[config.mk]
export PLATFORM = sky130hd
export DESIGN_NAME = i2s_frame_fifo
export DESIGN_NICKNAME = d
export VERILOG_FILES = /design/src/rtl/i2s_pkg.sv /design/src/rtl/i2s_frame_fifo_ram.sv /design/src/rtl/i2s_frame_fifo.sv
export SDC_FILE = /design/constraint.sdc
export NUM_CORES = 1
export LEC_CHECK = 0
export CAP_MARGIN = 25
export CORE_MARGIN = 5
export CORE_UTILIZATION = 55
export CTS_CLUSTER_DIAMETER = 80
export CTS_CLUSTER_SIZE = 16
export DETAILED_ROUTE_END_ITERATION = 6
export GPL_TIMING_DRIVEN = 0
export PLACE_DENSITY = 0.76
export SYNTH_ARGS = -nofsm -noshare
export SYNTH_HDL_FRONTEND = slang
export SYNTH_SLANG_ARGS = --single-unit
[constraint.sdc]
create_clock -name sclk -period 12.2 [get_ports sclk]
set_input_delay 2.44 -clock sclk [delete_from_list [all_inputs] [get_ports sclk]]
set_output_delay 2.44 -clock sclk [all_outputs]
set_load 0.03 [all_outputs]
[src/rtl/i2s_pkg.sv]
// Shared types and defaults for the I2S frame buffering path.
package i2s_pkg;

  localparam int WIDTH_DEF  = 16;
  localparam int DEPTH_DEF  = 8;
  localparam int DROP_CNT_W = 8;

  typedef struct packed {
    logic [WIDTH_DEF-1:0] left;
    logic [WIDTH_DEF-1:0] right;
  } frame_t;

endpackage

[src/rtl/i2s_frame_fifo_ram.sv]
// Frame storage: DEPTH entries, synchronous write, asynchronous (show-ahead) read.
module frame_ram
  import i2s_pkg::*;
#(
  parameter type frame_type = frame_t,
  parameter int  DEPTH      = DEPTH_DEF,
  localparam int AW         = $clog2(DEPTH)
) (
  input  logic            sclk,
  input  logic            we,
  input  logic [AW-1:0]   waddr,
  input  frame_type       wdata,
  input  logic [AW-1:0]   raddr,
  output frame_type       rdata
);

  frame_type mem [DEPTH];

  // NOTE: storage has no reset; validity is tracked by the pointers and count.
  always_ff @(posedge sclk) begin
    if (we) mem[waddr] <= wdata;
  end

  assign rdata = mem[raddr];

endmodule

[src/rtl/i2s_frame_fifo.sv]
// Stereo frame FIFO behind an I2S receiver: captures one frame per ws falling edge,
// presents the head frame show-ahead, and counts frames dropped while full.
module i2s_frame_fifo
  import i2s_pkg::*;
#(
  parameter int WIDTH = WIDTH_DEF,
  parameter int DEPTH = DEPTH_DEF
) (
  input  logic                    sclk,
  input  logic                    rst,
  input  logic                    ws,
  input  logic [WIDTH-1:0]        left_rx_chan,
  input  logic [WIDTH-1:0]        right_rx_chan,
  output logic [WIDTH-1:0]        out_left,
  output logic [WIDTH-1:0]        out_right,
  output logic                    out_valid,
  input  logic                    out_ready,
  output logic [$clog2(DEPTH):0]  count,
  output logic                    overflow,
  output logic [DROP_CNT_W-1:0]   drop_cnt,
  input  logic                    clr_ovf
);

  localparam int PW = $clog2(DEPTH);
  localparam int CW = PW + 1;
  localparam logic [CW-1:0] FULL_CNT = CW'(DEPTH);

  typedef struct packed {
    logic [WIDTH-1:0] left;
    logic [WIDTH-1:0] right;
  } frame_w_t;

  logic          ws_q;
  logic          capture;
  logic          pop;
  logic          full;
  logic          wr_en;
  logic          drop;
  logic [PW-1:0] wr_ptr;
  logic [PW-1:0] rd_ptr;
  frame_w_t      wr_frame;
  frame_w_t      head;

  // A frame is complete when ws falls: the right slot has just ended.
  assign capture  = ws_q & ~ws;
  assign out_valid = (count != '0);
  assign pop      = out_valid & out_ready;
  assign full     = (count == FULL_CNT);
  assign wr_en    = capture & (~full | pop);
  assign drop     = capture & full & ~pop;
  assign wr_frame = '{left: left_rx_chan, right: right_rx_chan};

  // NOTE: sequential state uses non-blocking assignments so every register sees pre-edge values.
  always_ff @(posedge sclk or posedge rst) begin
    if (rst) begin
      ws_q   <= 1'b0;
      wr_ptr <= '0;
      rd_ptr <= '0;
      count  <= '0;
    end else begin
      ws_q <= ws;
      if (wr_en) wr_ptr <= wr_ptr + 1'b1;
      if (pop)   rd_ptr <= rd_ptr + 1'b1;
      count <= count + CW'(wr_en) - CW'(pop);
    end
  end

  // A drop in the clearing cycle wins, so it is never lost from the statistics.
  always_ff @(posedge sclk or posedge rst) begin
    if (rst) begin
      overflow <= 1'b0;
      drop_cnt <= '0;
    end else if (clr_ovf) begin
      overflow <= drop;
      drop_cnt <= drop ? DROP_CNT_W'(1) : '0;
    end else if (drop) begin
      overflow <= 1'b1;
      if (drop_cnt != '1) drop_cnt <= drop_cnt + 1'b1;
    end
  end

  frame_ram #(
    .frame_type (frame_w_t),
    .DEPTH      (DEPTH)
  ) u_frame_ram (
    .sclk  (sclk),
    .we    (wr_en),
    .waddr (wr_ptr),
    .wdata (wr_frame),
    .raddr (rd_ptr),
    .rdata (head)
  );

  // Gate with out_valid so the outputs read zero, not uninitialised storage, when empty.
  assign out_left  = out_valid ? head.left  : '0;
  assign out_right = out_valid ? head.right : '0;

endmodule

==> reports/results.ini <==
[power]
leakagePower_nw=4.251
p_per_area_mw_per_mm2=227.2
finalPower_mw=2.913
vdd_ir_drop_max_v=0.0001489

[timing]
tightest_slew_ns=0.9538
fin_setup_tns_ns=0
max_slew_margin=0.3641
setup_viol=0
drv_slew=0
rsz0062_at_grt=no
hold_viol=0
clock.fmax_mhz=174.7
period_minus_slack_ns=5.725
skew_ns=0.01829
finalCritPeriodShare=0.4692

[final_layout]
syn2layout_area_growth_pct=18.84
nNetsFinal=694
drive_gt1_frac=0.2003
antenna_cells=0

[clocking]
htreeDepth=1
clk_latency_ns=0.50
cts_buffers=21
cts.sinks=276
cts_tree=built
cts_setup_buffers=0
cts_resized=0
cts.path.max_buffers=3
cts_hold_buf=0
clk_pin_slew_ns=0.07
root_buffer=clkbuf_16

[global_routing]
grt_pass1_vias=5659
track_usage=0.2002
overflow=0
grt_pass1_wl_mm=33.42
grt_start_max_net_pins=24
antenna_found_initial=1

[worst_setup_path]
start_kind=register
worst_path_max_delay_cell=clkdlybuf4s50_1
crit_path_cell_trace=clkbuf_1 -> buf_1 -> mux4_2 -> mux2i_1 -> nor2_1 -> clkdlybuf4s50_1
worstRegToRegCells=8
slowest_delay_ns=0.72
crit_type=register to primary output
path_max_fanout=10
arrival_ns=3.28
required_ns=9.76
crit_path_end_kind=primary output

[drt]
wirelength_mm=21.94
viasPerCell=5.794
wl_per_cell_um=23.88
dr.first_iter.drc_count=468
met3_length_mm=1.233
route.met2.wl_mm=11.57
top_layer=met5
route.detailed.drc=0
dr.pass1.iters=4
antenna_left=0
met1_length_mm=8.756
num_vias=5325

[yosys]
yosysWarningCount=0
ys_top_cells_by_count=256 x edfxtp_1, 64 x mux4_2, 42 x nor2_1
synthXorXnorAreaFrac=0.004871
yosys.area_share.simple=0.03537
synth_top_area_frac=0.7125
netlist_area_mm2=0.01079
synth.ff_latch_count=276
ys_seq_area_frac=0.7589
synth_top_family_by_area=multiplexers
synth_nets=567
synth_area_leaders=edfxtp_1 71%, mux4_2 13%, dfrtp_1 4.6%, mux2i_1 3.0%, nor2_1 1.5%
synth-edff-count=256
synth_top_cell_by_area=edfxtp_1
synth.distinct_cells=40
syn_avg_cell_area_um2=20.71
synth-adder-area-share=0.01113
yosys_most_used_dff=edfxtp_1
yosysMostFrequentCell=edfxtp_1
synth_compound_area_frac=0.01183
muxShareOfSynthArea=0.1654
syn_inst=521
async_flop_share=0.07246

[floorplanning]
core-area_mm2=0.01940
io_pins=83
rows=51
die_h_um=150.1
start_util=0.5562
fp.dieW_um=150.1
dieArea_mm2=0.02252

[placed_design]
port_buffers=81
dpl.hpwl_mm=14.42
place_congestion=0.7723

[min_path]
hp-class=register to register
hold_depth=1

[outcome]
status=complete, no violations

[job]
maxCapViolCount=0

power by group:
group	leakage [nW]	internal (mW)	switching (mW)	total, mW
combinational	1.41	0.509	0.635	1.14
clock	0.274	0.316	0.301	0.617
sequential	2.57	1.12	0.0349	1.15
final timing paths:
| check | from | endpoint | slack [ns] |
|---|---|---|---|
| setup / recovery | rd_ptr[1] | out_left[15] | 6.48 |
| hold / removal | overflow | overflow | 0.48 |
| setup reg to reg | count[2] | u_frame_ram.mem[0][4] | 9.38 |
| hold reg to reg | overflow | overflow | 0.48 |
| max in group asynchronous | rst | count[0] | 9.32 |
| min in group asynchronous | rst | drop_cnt[5] | 2.38 |
metrics by stage:
step	util	cells	setup slack (ns)	instance area, um2	hold WS (ns)
after floorplan	-	521	5.731	10790	0.5250
after global placement	0.6151	867	1.903	11930	0.4784
after detailed placement	0.6309	889	6.988	12240	0.4763
after CTS	0.6602	918	6.412	12810	0.4931
after global routing	0.6610	919	6.288	12820	0.5140
final	0.6610	919	6.475	12820	0.4838
sequential cells by signal, summed over array words and instances, names as in the netlist:
signal,cells
drop_cnt,8
u_frame_ram.mem,256
wr_ptr,3
ws_q,1
rd_ptr,3
count,4
overflow,1
layout make-up:
| cell class | count | area, um2 |
|---|---|---|
| Sequential cell | 276 | 8188 |
| Buffer | 24 | 105.1 |
| Multi-Input combinational cell | 213 | 2515 |
| Inverter | 8 | 30.03 |
| Clock buffer | 28 | 551.8 |
| Fill cell | 1303 | 6576 |
| Clock inverter | 1 | 16.27 |
| Timing Repair Buffer | 104 | 1085 |
| Tap cell | 265 | 331.6 |
cells by family after synthesis:
family / after synthesis
adder cells (fa/ha/maj): 9
AND/OR/NAND/NOR: 82
multiplexers: 98
AO/OA/AOI/OAI: 18
XOR/XNOR: 6
buffers and inverters: 32
flip-flops: 276
critical path: cells and delay by family (launching register included):
kind                   cells  cell delay, ns
buffers and inverters      3            1.75
muxes                      2            0.44
and+or+nand+nor            1            0.21
DFF                        1            0.38
layer usage:
| layer | up-vias | GRT usage |
|---|---|---|
| met5 | - | 0 |
| met4 | 2 | 0.05306 |
| met3 | 27 | 0.03180 |
| met2 | 147 | 0.3456 |
| met1 | 2790 | 0.2693 |
| li1 | 2359 | - |
cell usage in the layout, fill, tap and decap left out, drive strengths merged:
cell,instances
inv,8
buf,36
clkdlybuf4s50,81
xnor2,3
fa,1
xor2,3
nand3b,1
or3b,1
and2,2
a21oi,5
edfxtp,256
nand2,9
nor4,2
o221ai,1
o21bai,1
mux2i,32
nor2b,1
a41oi,1
o31ai,1
nand2b,3
o21ai,2
mux2,2
nand3,7
a311oi,1
a21o,2
o41ai,2
or2,1
o21ba,1
or4,2
clkinv,1
mux4,64
nor3,7
clkbuf,39
or3,2
a31o,1
nor2,42
nand4,2
ha,8
dfrtp,20
(Power assumes the default switching activity.)
